$ cat src/rtl/dbus_pkg.sv
// Shared types and constants for the CPU data-bus bridge.
// Optional display register (macro DBUS_SEG_EN) lives at SEG_ADDR.
package dbus_pkg;

    localparam int unsigned DATA_W = 32;
    localparam int unsigned BE_W   = 4;

    localparam logic [1:0] SZ_WORD = 2'b00;
    localparam logic [1:0] SZ_HALF = 2'b01;
    localparam logic [1:0] SZ_BYTE = 2'b10;

    localparam logic [31:0] SEG_ADDR = 32'h1003_0000;

    typedef enum logic [1:0] {IDLE, REQ, RESP} state_t;

    // Attributes of the in-flight access needed to shape the load result.
    typedef struct packed {
        logic [1:0] size;
        logic       sign;
        logic [1:0] lane;
    } xfer_t;

endpackage

$ cat src/rtl/dbus_if.sv
// CPU-side and slave-side bus bundles of the data-bus bridge.
interface dbus_cpu_if #(
    parameter int unsigned ADDR_W = 32
);
    logic              cpu_rd;
    logic              cpu_wr;
    logic [1:0]        cpu_size;
    logic              cpu_sign;
    logic [ADDR_W-1:0] cpu_addr;
    logic [31:0]       cpu_wdata;
    logic [31:0]       cpu_rdata;
    logic              cpu_ready;
    logic              cpu_err;

    modport master (output cpu_rd, cpu_wr, cpu_size, cpu_sign, cpu_addr, cpu_wdata,
                    input  cpu_rdata, cpu_ready, cpu_err);
    modport slave  (input  cpu_rd, cpu_wr, cpu_size, cpu_sign, cpu_addr, cpu_wdata,
                    output cpu_rdata, cpu_ready, cpu_err);
endinterface

interface dbus_slv_if #(
    parameter int unsigned N_SLV     = 2,
    parameter int unsigned REGION_AW = 16
);
    logic [N_SLV-1:0]    slv_req;
    logic                slv_we;
    logic [REGION_AW-1:0] slv_addr;
    logic [31:0]         slv_wdata;
    logic [3:0]          slv_be;
    logic [N_SLV*32-1:0] slv_rdata;
    logic [N_SLV-1:0]    slv_ack;

    modport master (output slv_req, slv_we, slv_addr, slv_wdata, slv_be,
                    input  slv_rdata, slv_ack);
    modport slave  (input  slv_req, slv_we, slv_addr, slv_wdata, slv_be,
                    output slv_rdata, slv_ack);
endinterface

$ cat src/rtl/dbus_lane.sv
// Little-endian byte-lane logic: store steering/byte enables and load extraction/extension.
module dbus_lane
    import dbus_pkg::*;
(
    input  logic [1:0]  i_st_size,
    input  logic [1:0]  i_st_lane,
    input  logic [31:0] i_wdata,
    input  logic [1:0]  i_ld_size,
    input  logic        i_ld_sign,
    input  logic [1:0]  i_ld_lane,
    input  logic [31:0] i_rword,
    output logic [31:0] o_wdata_c,
    output logic [3:0]  o_be_c,
    output logic [31:0] o_rdata_c
);
    logic [31:0] w_shifted;

    always_comb begin
        o_be_c    = 4'h0;
        o_wdata_c = 32'h0;
        case (i_st_size)
            SZ_WORD: begin
                o_be_c    = 4'hF;
                o_wdata_c = i_wdata;
            end
            SZ_HALF: begin
                o_be_c    = 4'b0011 << {i_st_lane[1], 1'b0};
                o_wdata_c = {16'h0, i_wdata[15:0]} << {i_st_lane[1], 4'b0000};
            end
            default: begin
                o_be_c    = 4'b0001 << i_st_lane;
                o_wdata_c = {24'h0, i_wdata[7:0]} << {i_st_lane, 3'b000};
            end
        endcase
    end

    assign w_shifted = i_rword >> {i_ld_lane, 3'b000};

    always_comb begin
        o_rdata_c = i_rword;
        case (i_ld_size)
            SZ_HALF: o_rdata_c = {{16{i_ld_sign & w_shifted[15]}}, w_shifted[15:0]};
            SZ_BYTE: o_rdata_c = {{24{i_ld_sign & w_shifted[7]}}, w_shifted[7:0]};
            default: o_rdata_c = i_rword;
        endcase
    end

endmodule

$ cat src/rtl/dbus_bridge.sv
// Load/store bridge from the CPU data port to N_SLV memory-mapped slaves with wait states and timeout.
// Define DBUS_SEG_EN to add the word-only display register at SEG_ADDR and the seg_val output.
module dbus_bridge
    import dbus_pkg::*;
#(
    parameter int unsigned             N_SLV       = 2,
    parameter int unsigned             ADDR_W      = 32,
    parameter int unsigned             REGION_AW   = 16,
    parameter logic [N_SLV*ADDR_W-1:0] REGION_BASE = {32'h1002_0000, 32'h1001_0000},
    parameter int unsigned             TIMEOUT     = 15
) (
    input logic        clk,
    input logic        rst,
    dbus_cpu_if.slave  cpu,
    dbus_slv_if.master slv
`ifdef DBUS_SEG_EN
    ,
    output logic [31:0] seg_val
`endif
);
    localparam int unsigned UP_W  = ADDR_W - REGION_AW;
    localparam int unsigned CNT_W = $clog2(TIMEOUT + 1);

    state_t               r_state, w_state_nxt;
    logic [N_SLV-1:0]     r_req, w_req_nxt;
    logic                 r_we, w_we_nxt;
    logic [REGION_AW-1:0] r_addr, w_addr_nxt;
    logic [31:0]          r_wdata, w_wdata_nxt;
    logic [3:0]           r_be, w_be_nxt;
    logic                 r_ready, w_ready_nxt;
    logic                 r_err, w_err_nxt;
    logic [31:0]          r_rdata, w_rdata_nxt;
    logic [CNT_W-1:0]     r_cnt, w_cnt_nxt;
    xfer_t                r_xfer, w_xfer_nxt;
`ifdef DBUS_SEG_EN
    logic [31:0]          r_seg, w_seg_nxt;
    logic                 w_seg_hit;
`endif

    logic             w_hit, w_bad, w_ack;
    logic [N_SLV-1:0] w_sel;
    logic [31:0]      w_rword, w_st_wdata, w_ld_data;
    logic [3:0]       w_st_be;

    // Region decode; iterating downwards lets the lowest index win on overlap.
    always_comb begin
        w_hit = 1'b0;
        w_sel = '0;
        for (int i = N_SLV - 1; i >= 0; i--) begin
            if (cpu.cpu_addr[ADDR_W-1:REGION_AW] == REGION_BASE[i*ADDR_W+REGION_AW +: UP_W]) begin
                w_hit = 1'b1;
                w_sel = N_SLV'(1) << i;
            end
        end
    end

    assign w_bad = (cpu.cpu_size == SZ_HALF && cpu.cpu_addr[0])
                 || (cpu.cpu_size == SZ_WORD && cpu.cpu_addr[1:0] != 2'b00)
                 || (cpu.cpu_size == 2'b11)
                 || (cpu.cpu_rd && cpu.cpu_wr);

`ifdef DBUS_SEG_EN
    assign w_seg_hit = (cpu.cpu_addr == ADDR_W'(SEG_ADDR));
`endif

    // Read data and ack of the selected slave only.
    always_comb begin
        w_rword = 32'h0;
        w_ack   = 1'b0;
        for (int i = 0; i < N_SLV; i++) begin
            if (r_req[i]) begin
                w_rword = slv.slv_rdata[i*32 +: 32];
                w_ack   = slv.slv_ack[i];
            end
        end
    end

    dbus_lane u_lane (
        .i_st_size (cpu.cpu_size),
        .i_st_lane (cpu.cpu_addr[1:0]),
        .i_wdata   (cpu.cpu_wdata),
        .i_ld_size (r_xfer.size),
        .i_ld_sign (r_xfer.sign),
        .i_ld_lane (r_xfer.lane),
        .i_rword   (w_rword),
        .o_wdata_c (w_st_wdata),
        .o_be_c    (w_st_be),
        .o_rdata_c (w_ld_data)
    );

    always_comb begin
        w_state_nxt = r_state;
        w_req_nxt   = r_req;
        w_we_nxt    = r_we;
        w_addr_nxt  = r_addr;
        w_wdata_nxt = r_wdata;
        w_be_nxt    = r_be;
        w_ready_nxt = 1'b0;
        w_err_nxt   = 1'b0;
        w_rdata_nxt = r_rdata;
        w_cnt_nxt   = r_cnt;
        w_xfer_nxt  = r_xfer;
`ifdef DBUS_SEG_EN
        w_seg_nxt   = r_seg;
`endif
        case (r_state)
            IDLE: begin
                if (cpu.cpu_rd || cpu.cpu_wr) begin
                    w_xfer_nxt.size = cpu.cpu_size;
                    w_xfer_nxt.sign = cpu.cpu_sign;
                    w_xfer_nxt.lane = cpu.cpu_addr[1:0];
`ifdef DBUS_SEG_EN
                    if (w_seg_hit) begin
                        w_state_nxt = RESP;
                        w_ready_nxt = 1'b1;
                        w_rdata_nxt = 32'h0;
                        if (cpu.cpu_size != SZ_WORD || (cpu.cpu_rd && cpu.cpu_wr)) begin
                            w_err_nxt = 1'b1;
                        end else if (cpu.cpu_wr) begin
                            w_seg_nxt = cpu.cpu_wdata;
                        end else begin
                            w_rdata_nxt = r_seg;
                        end
                    end else
`endif
                    if (!w_hit || w_bad) begin
                        w_state_nxt = RESP;
                        w_ready_nxt = 1'b1;
                        w_err_nxt   = 1'b1;
                        w_rdata_nxt = 32'h0;
                    end else begin
                        w_state_nxt = REQ;
                        w_req_nxt   = w_sel;
                        w_we_nxt    = cpu.cpu_wr;
                        w_addr_nxt  = {cpu.cpu_addr[REGION_AW-1:2], 2'b00};
                        w_be_nxt    = w_st_be;
                        w_wdata_nxt = w_st_wdata;
                        w_cnt_nxt   = '0;
                    end
                end
            end
            REQ: begin
                if (w_ack) begin
                    w_state_nxt = RESP;
                    w_req_nxt   = '0;
                    w_ready_nxt = 1'b1;
                    w_rdata_nxt = r_we ? 32'h0 : w_ld_data;
                end else if (r_cnt == CNT_W'(TIMEOUT)) begin
                    w_state_nxt = RESP;
                    w_req_nxt   = '0;
                    w_ready_nxt = 1'b1;
                    w_err_nxt   = 1'b1;
                    w_rdata_nxt = 32'h0;
                end else begin
                    w_cnt_nxt = r_cnt + CNT_W'(1);
                end
            end
            default: w_state_nxt = IDLE;
        endcase
    end

    always_ff @(posedge clk or posedge rst) begin
        if (rst) begin
            r_state <= IDLE;
            r_req   <= '0;
            r_we    <= 1'b0;
            r_addr  <= '0;
            r_wdata <= 32'h0;
            r_be    <= 4'h0;
            r_ready <= 1'b0;
            r_err   <= 1'b0;
            r_rdata <= 32'h0;
            r_cnt   <= '0;
            r_xfer  <= '0;
`ifdef DBUS_SEG_EN
            r_seg   <= 32'h0;
`endif
        end else begin
            r_state <= w_state_nxt;
            r_req   <= w_req_nxt;
            r_we    <= w_we_nxt;
            r_addr  <= w_addr_nxt;
            r_wdata <= w_wdata_nxt;
            r_be    <= w_be_nxt;
            r_ready <= w_ready_nxt;
            r_err   <= w_err_nxt;
            r_rdata <= w_rdata_nxt;
            r_cnt   <= w_cnt_nxt;
            r_xfer  <= w_xfer_nxt;
`ifdef DBUS_SEG_EN
            r_seg   <= w_seg_nxt;
`endif
        end
    end

    assign cpu.cpu_rdata = r_rdata;
    assign cpu.cpu_ready = r_ready;
    assign cpu.cpu_err   = r_err;
    assign slv.slv_req   = r_req;
    assign slv.slv_we    = r_we;
    assign slv.slv_addr  = r_addr;
    assign slv.slv_wdata = r_wdata;
    assign slv.slv_be    = r_be;
`ifdef DBUS_SEG_EN
    assign seg_val       = r_seg;
`endif

endmodule

$ cat src/flat_wrapper.sv
// flat-port wrapper written by rule: the top's interface ports become plain ports
module dbus_bridge_flat import dbus_pkg::*;
#(
    parameter int unsigned             N_SLV       = 2,
    parameter int unsigned             ADDR_W      = 32,
    parameter int unsigned             REGION_AW   = 16,
    parameter logic [N_SLV*ADDR_W-1:0] REGION_BASE = {32'h1002_0000, 32'h1001_0000},
    parameter int unsigned             TIMEOUT     = 15
)
  (clk, rst, cpu_cpu_rd, cpu_cpu_wr, cpu_cpu_size, cpu_cpu_sign, cpu_cpu_addr, cpu_cpu_wdata, cpu_cpu_rdata, cpu_cpu_ready, cpu_cpu_err, slv_slv_req, slv_slv_we, slv_slv_addr, slv_slv_wdata, slv_slv_be, slv_slv_rdata, slv_slv_ack);
  dbus_cpu_if #(.ADDR_W(ADDR_W)) cpu_i ();
  dbus_slv_if #(.N_SLV(N_SLV), .REGION_AW(REGION_AW)) slv_i ();
  input logic clk;
  input logic rst;
  input wire logic [$bits(cpu_i.cpu_rd)-1:0] cpu_cpu_rd;
  input wire logic [$bits(cpu_i.cpu_wr)-1:0] cpu_cpu_wr;
  input wire logic [$bits(cpu_i.cpu_size)-1:0] cpu_cpu_size;
  input wire logic [$bits(cpu_i.cpu_sign)-1:0] cpu_cpu_sign;
  input wire logic [$bits(cpu_i.cpu_addr)-1:0] cpu_cpu_addr;
  input wire logic [$bits(cpu_i.cpu_wdata)-1:0] cpu_cpu_wdata;
  output wire logic [$bits(cpu_i.cpu_rdata)-1:0] cpu_cpu_rdata;
  output wire logic [$bits(cpu_i.cpu_ready)-1:0] cpu_cpu_ready;
  output wire logic [$bits(cpu_i.cpu_err)-1:0] cpu_cpu_err;
  output wire logic [$bits(slv_i.slv_req)-1:0] slv_slv_req;
  output wire logic [$bits(slv_i.slv_we)-1:0] slv_slv_we;
  output wire logic [$bits(slv_i.slv_addr)-1:0] slv_slv_addr;
  output wire logic [$bits(slv_i.slv_wdata)-1:0] slv_slv_wdata;
  output wire logic [$bits(slv_i.slv_be)-1:0] slv_slv_be;
  input wire logic [$bits(slv_i.slv_rdata)-1:0] slv_slv_rdata;
  input wire logic [$bits(slv_i.slv_ack)-1:0] slv_slv_ack;
  assign cpu_i.cpu_rd = cpu_cpu_rd;
  assign cpu_i.cpu_wr = cpu_cpu_wr;
  assign cpu_i.cpu_size = cpu_cpu_size;
  assign cpu_i.cpu_sign = cpu_cpu_sign;
  assign cpu_i.cpu_addr = cpu_cpu_addr;
  assign cpu_i.cpu_wdata = cpu_cpu_wdata;
  assign cpu_cpu_rdata = cpu_i.cpu_rdata;
  assign cpu_cpu_ready = cpu_i.cpu_ready;
  assign cpu_cpu_err = cpu_i.cpu_err;
  assign slv_slv_req = slv_i.slv_req;
  assign slv_slv_we = slv_i.slv_we;
  assign slv_slv_addr = slv_i.slv_addr;
  assign slv_slv_wdata = slv_i.slv_wdata;
  assign slv_slv_be = slv_i.slv_be;
  assign slv_i.slv_rdata = slv_slv_rdata;
  assign slv_i.slv_ack = slv_slv_ack;
  dbus_bridge #(.N_SLV(N_SLV), .ADDR_W(ADDR_W), .REGION_AW(REGION_AW), .REGION_BASE(REGION_BASE), .TIMEOUT(TIMEOUT)) u_core (.clk(clk), .rst(rst), .cpu(cpu_i), .slv(slv_i));
endmodule
$ cat config.mk
export PLATFORM = sky130hd
export DESIGN_NAME = dbus_bridge_flat
export DESIGN_NICKNAME = d
export VERILOG_FILES = /design/src/rtl/dbus_pkg.sv /design/src/rtl/dbus_if.sv /design/src/rtl/dbus_lane.sv /design/src/rtl/dbus_bridge.sv /design/src/flat_wrapper.sv
export SDC_FILE = /design/constraint.sdc
export NUM_CORES = 1
export LEC_CHECK = 0
export CAP_MARGIN = 15
export CORE_MARGIN = 1
export CORE_UTILIZATION = 25
export CTS_CLUSTER_SIZE = 40
export DETAILED_ROUTE_END_ITERATION = 16
export GPL_ROUTABILITY_DRIVEN = 0
export GPL_TIMING_DRIVEN = 0
export PLACE_DENSITY = 0.6
export SYNTH_ARGS = -nofsm -noshare
export SYNTH_HDL_FRONTEND = slang
export SYNTH_SLANG_ARGS = --single-unit
$ cat constraint.sdc
create_clock -name clk -period 8.9 [get_ports clk]
set_clock_uncertainty 0.05 [all_clocks]
set_input_delay 1.335 -clock clk [delete_from_list [all_inputs] [get_ports clk]]
set_output_delay 1.335 -clock clk [all_outputs]
set_load 0.02 [all_outputs]
# ---- After elaboration in Yosys (flattened, before gate mapping)
# Index checks and enable logic that the tools add are counted.
dict set report classes {
  add_sub_neg 1
  eq_ne 14
  n_shift 5
  mux 39
  n_bitwise 3
  n_reduce_logical 19
}
# cell n
set ops {}
lappend ops {{2-to-1 mux 32 bit} 7}
lappend ops {{one-hot mux 32 bit (2 select lines)} 3}
lappend ops {{== test 16 x 13 -> 1 bit (second input constant)} 2}
lappend ops {{<< shifter 16 x 5 -> 32 bit} 1}
lappend ops {{<< shifter 8 x 5 -> 32 bit} 1}
lappend ops {{>> shifter 32 x 5 -> 16 bit} 1}
lappend ops {{2-to-1 mux 2 bit} 10}
lappend ops {{2-to-1 mux 4 bit} 4}
lappend ops {{one-hot mux 4 bit (2 select lines)} 2}
lappend ops {{2-to-1 mux 1 bit} 9}
lappend ops {{one-hot mux 2 bit (2 select lines)} 2}
lappend ops {{AND reduction 4 bit} 2}
lappend ops {{== test 2 x 1 -> 1 bit (second input constant)} 3}
lappend ops {{inequality test 2 bit (second input constant)} 3}
lappend ops {{logical OR 1 bit} 5}
lappend ops {{AND reduction 5 bit} 1}
lappend ops {{adder 4 x 1 -> 4 bit (second input constant)} 1}
lappend ops {{== test 2 bit (second input constant)} 2}
lappend ops {{== test 4 bit (second input constant)} 1}
lappend ops {{logical NOT 2 bit} 2}
lappend ops {{inequality test 2 x 1 -> 1 bit (second input constant)} 2}
lappend ops {{one-hot mux 1 bit (2 select lines)} 2}
lappend ops {{AND reduction 2 bit} 2}
lappend ops {{nonzero test 2 bit} 2}
lappend ops {{other kinds (8)} 11}
dict set report word_totals {
  regBits 98
  inputBits 137
  out_inout_bits 89
  wordCells 94
}

# ---- Depth between registers and ports, before layout
dict set report depth {
  ltp_word 9
  mapped_depth 8
  depth_no_buf 7
}

# ---- Hierarchy
# Synthesis repeated with hierarchy kept, for this count alone.
dict set report hier_totals {
  hier_cells 510
  hier_area_um2 5791.8
}
# mod instances cells_per_inst area_each_um2 seq_area_each_um2
set by_module_without_submodules {}
lappend by_module_without_submodules {dbus_bridge 1 298 4419.2 2452.4}
lappend by_module_without_submodules {dbus_lane 1 212 1372.6 0.0}

# ---- Least setup slack after synthesis
# OpenSTA, ideal clock, no wires.
dict set report synth_timing {
  kind {input to register}
  startpoint {input port cpu_cpu_addr[19]}
  endpoint {register u_core.r_addr[10] (netlist: u_core.slv.slv_addr[10])}
  setup_time_ps 125
  arrival_ps 2992
  required_ps 8725
  setup_slack_ps 5733
  path_stages 7
  n_path_buf 2
  path_cell_list {nor4_1 nand3_1 or4_4 or2_1 buf_6 buf_6 mux2_4}
}
dict set report synth_via {
  elab_chain_cells 7
  elab_cells_between_ends 8
  cone_classes {2 x eq/ne; 2 x mux; 1 x bitwise; 3 x reduce/logical}
}
# element line_no
set synth_rtl {}
lappend synth_rtl {{from (decl)} flat_wrapper.sv:19} ;# input wire logic [$bits(cpu_i.cpu_addr)-1:0] cpu_cpu_addr;
lappend synth_rtl {{== test 16 x 13 -> 1 bit} dbus_bridge.sv:50} ;# if (cpu.cpu_addr[ADDR_W-1:REGION_AW] == REGION_BASE[i*ADDR_W+REGION_AW +: UP_W]) begin
lappend synth_rtl {{2-to-1 mux 1 bit} dbus_bridge.sv:50}
lappend synth_rtl {{2-to-1 mux 1 bit *} dbus_bridge.sv:50}
lappend synth_rtl {{logical NOT 1 bit *} dbus_bridge.sv:126} ;# if (!w_hit || w_bad) begin
lappend synth_rtl {{logical OR 1 bit *} dbus_bridge.sv:126}
lappend synth_rtl {{NOT 1 bit (no source line) *} --}
lappend synth_rtl {{AND reduction 3 bit (no source line) *} --}
lappend synth_rtl {{to (signal assigned)} dbus_bridge.sv:182} ;# r_addr <= w_addr_nxt;
lappend synth_rtl {{to (decl)} dbus_bridge.sv:27} ;# logic [REGION_AW-1:0] r_addr, w_addr_nxt;
# Mark *: on every way between the ends. The rest lies on a longest branch, timed or not.
# A chain may end at the register's enable or synchronous reset.

# ---- Worst setup path after layout
dict set report layout_timing {
  startpoint {input port cpu_cpu_addr[18]}
  endpoint {register u_core.r_rdata[5] (netlist: u_core.cpu.cpu_rdata[5])}
}
dict set report layout_via {
  elab_chain_cells 7
  elab_cells_between_ends 8
  cone_classes {3 x eq/ne; 2 x mux; 3 x reduce/logical}
}
# element line_no
set layout_rtl {}
lappend layout_rtl {{== test 16 x 13 -> 1 bit} dbus_bridge.sv:50}
lappend layout_rtl {{2-to-1 mux 1 bit} dbus_bridge.sv:50}
lappend layout_rtl {{2-to-1 mux 1 bit *} dbus_bridge.sv:50}
lappend layout_rtl {{logical NOT 1 bit *} dbus_bridge.sv:126}
lappend layout_rtl {{logical OR 1 bit *} dbus_bridge.sv:126}
lappend layout_rtl {{inequality test 2 x 1 -> 1 bit (no source line) *} --}
lappend layout_rtl {{AND reduction 4 bit (no source line) *} --}
lappend layout_rtl {{to (signal assigned)} dbus_bridge.sv:187} ;# r_rdata <= w_rdata_nxt;
lappend layout_rtl {{to (decl)} dbus_bridge.sv:32} ;# logic [31:0] r_rdata, w_rdata_nxt;
# Marks and branches as above.

==> results.md <==
- Status: completed
- Number of remaining DRC errors: 0
- Largest net degree at the start of global routing: 56
- Reg power frac: 45.5%
- Share of cells above drive strength 1: 11.4%
- Fmax: 274 MHz
- Die Wd: 149 um
- Clock buffer depth: 2
- Grt total ovfl: 0
- Layout Nets: 846
- CTS tree: built
- Worst-margin pin slew: 0.851 ns
- Row Count: 53
- Worst VDD drop: 72.0 uV
- Gr usage total: 16.5%
- Final HPWL DP: 14300 um
- Pleak: 0.00367 uW
- Post-DRT Antenna Nets: 0
- Clock latency on the worst-skew pair: 0.34 ns
- Net Sw Frac: 26.6%
- Drt initial violations: 213
- Sequential share of the synthesized area: 45.5%
- Clock Tree Root: clkbuf_16
- Full die area: 22200 um2
- Critical path peak fanout: 10
- Max-cap violations: 0
- #FFs+latches synth: 98
- Max transition margin: 43.1%
- Net Sw Power: 269 uW
- Clock sink count: 98
- Drt first pass iters: 4
- IO Count: 226
- Cts hold-fix bufs: 0
- CP startpoint kind: input pin
- CP endpoint kind: register
- Core Footprint: 21100 um2
- M3 GR Usage: 2.42%
- Initial antenna violation count: 0
- FF+latch area: 2450 um2
- CTS Buf Count: 9
- Final Slew Violations: 0
- Final wirelength: 18400 um
- Worst path slowest cell: a221o_1
- FILL cells: 2079
- Cell count after synthesis: 472
- Area delta synth->final: 52.9%
- Req. time, crit path: 9.11 ns
- Worst Hold Class: register to register
- Clock network power share: 36.0%
- Mapped cell area: 5390 um2
- Hold WS: 0.441 ns
- Post-synth EDFFs: 0
- Critical Path Max Stage Delay: 0.46 ns
- RSZ-0062 raised after global routing: false
- Place WS: 4.88 ns
- Ant diodes: 0
- Vias per cell: 4.80
- CP bufs+invs: 3
- Count of cell types in the netlist: 58
- Post-synthesis async set-or-reset flop share: 100%
- Setup slack after layout: 5.25 ns
- First-pass GRT wire length: 27600 um
- Post_cts resized: 0
- CP dominant cell by count: buf_2
- Synth Flop Type: dfrtp_1
- Die H: 149 um
- Initial Util: 25.6%
- Int Pwr: 743 uW
- CP cell instances: clkdlybuf4s50_1 > nor4_1 > nand4b_1 > o32ai_1 > a221o_1 > buf_2 > buf_2 > o2bb2ai_1
- Vias: 4731
- Setup repair bufs after CTS: 0
- Number of global-route vias before repair: 4560
- Multi-input gate area: 2710 um2
- Ys Warns: 0
- Arr. time, crit path: 3.86 ns
- Crit Path Class: input pin to register
- Synthesized area per cell: 11.4 um2
- Final hold vios: 0
- Min Tclk post-route: 3.65 ns
- Pwr Total: 1010 uW
- Routed length per instance: 18.7 um
- CP delay by family, top: buffers and inverters
- Power Density: 123 nW/um2
- Final TNS setup: 0 ns
- Tcrit/Tclk final: 41.0%
- H-tree levels: 3
- GRT met1 Usage: 22.9%
- Most used routing layer in global routing: met2
- Combinational share of power: 18.4%
- PortBufs: 221
- R2r setup slk: 6.25 ns
- CTS clk-pin slew, worst paths: 0.07 ns
- Grt met2 use: 25.7%
- Setup-failing EPs final: 0
[cell usage in the layout, fill, tap and decap left out, types with 9 or more instances in the layout]
master	instances
nor2b_1	11
mux2_4	38
a2111o_1	9
inv_1	15
a21oi_1	11
a221o_1	17
dfrtp_1	98
mux2i_1	17
nand2_1	34
clkbuf_16	9
a22o_1	45
o21ai_0	19
clkdlybuf4s50_1	221
nor2_1	21
o2bb2ai_1	9
clkbuf_1	19
[metal layers]
layer  share of wire (%)  vias to the layer above
met4                 2.6                        0
met3                 4.4                       27
met2                  47                      135
met5                   0                        -
met1                  46                     2310
li1                    -                     2259
[path summary, 6_finish.rpt]
| check | startpoint | endpoint | cells after the start |
|---|---|---|---|
| max | cpu_cpu_addr[18] | u_core.cpu.cpu_rdata[5] | 8 |
| max in group asynchronous | rst | u_core.slv.slv_wdata[29] | 3 |
| min | u_core.cpu.cpu_rdata[4] | u_core.cpu.cpu_rdata[4] | 1 |
| min reg2reg | u_core.cpu.cpu_rdata[4] | u_core.cpu.cpu_rdata[4] | 1 |
| min in group asynchronous | rst | u_core.slv.slv_addr[5] | 2 |
| max reg2reg | u_core.slv.slv_req[0] | u_core.cpu.cpu_rdata[9] | 7 |
[registers in the layout (all words and copies together) (netlist names)]
register and flops:
u_core.slv.slv_req 2, u_core.cpu.cpu_rdata 32, u_core.slv.slv_we 1, u_core.cpu.cpu_ready 1, u_core.cpu.cpu_err 1, u_core.r_cnt 4
u_core.r_state 2, u_core.r_xfer 5, u_core.slv.slv_addr 14, u_core.slv.slv_be 4, u_core.slv.slv_wdata 32
[area by class of cell]
type / instances / share of cell area, %
Buffer: 31 / 2.08
Clock buffer: 12 / 2.87
Clock inverter: 4 / 0.349
Inverter: 17 / 0.804
Multi-Input combinational cell: 327 / 32.8
Sequential cell: 98 / 29.7
Tap cell: 275 / 4.17
Timing Repair Buffer: 222 / 27.2
[logic make-up after synthesis]
logic type	after synthesis	share of synthesized area, %
AOI/OAI and AO/OA	147	22.5
and+or+nand+nor	108	10.7
DFF	98	45.5
muxes	63	15.6
buffers and inverters	48	4.36
xor gates and xnor gates	4	0.650
adders and majority gates	3	0.696
other	1	0.0695
[synth_stat cells (2+ instances only)]
cell type  instances  area [um2]
and2_1             5        31.3
a21oi_1           11        55.1
o22ai_1            2        12.5
or3b_2             2        17.5
or2_2              2        12.5
nor2b_1           11        68.8
dfrtp_1           98        2450
a22o_1            45         394
buf_2              5        25.0
and3_1             2        12.5
nand3_1            3        15.0
mux2_2             7        78.8
a22oi_1            7        52.6
ha_1               3        37.5
nand2_1           34         128
nor4_1             5        31.3
nand3b_1           3        22.5
o2bb2ai_1          9        78.8
mux2i_1           17         170
nor2_1            21        78.8
nand2b_1           3        18.8
or4_1              2        15.0
buf_4              3        22.5
inv_1             16        60.1
a2bb2oi_1          8        70.1
o21bai_1           2        15.0
o21ai_0           19        95.1
nand4b_1           6        52.6
xnor2_1            3        26.3
mux2_4            38         571
a221o_1           17         170
o211ai_1           2        15.0
a2111o_1           9         101
clkbuf_1          16        60.1
o31a_1             8        70.1
buf_6              5        56.3
buf_1              2        7.51
[worst reg2reg max path: cells and delay by family (launching register included)]
family          cells  cell delay, ns
buf+inv             2            0.68
simple gates        2            0.63
flops               1            0.55
compound gates      3            0.66
[stage by stage]
| stage | utilization (%) | area (um2) | instances |
|---|---|---|---|
| final | 39.1 | 8250 | 986 |
| after global routing | 39.1 | 8250 | 986 |
| after CTS | 39.1 | 8250 | 986 |
| after detailed placement | 37.9 | 7980 | 970 |
| after global placement | 37.7 | 7950 | 969 |
| after floorplan | - | 5400 | 473 |
[power by group through the flow]
stage                     Clock (uW)  Combinational, uW  Sequential, uW
after floorplan                    0               89.4             469
after global placement             0                183             469
after detailed placement           0                185             469
after CTS                        377                186             460
after global routing             395                202             461
final                            365                186             461
Note: power is estimated with default switching activity, not from simulation.
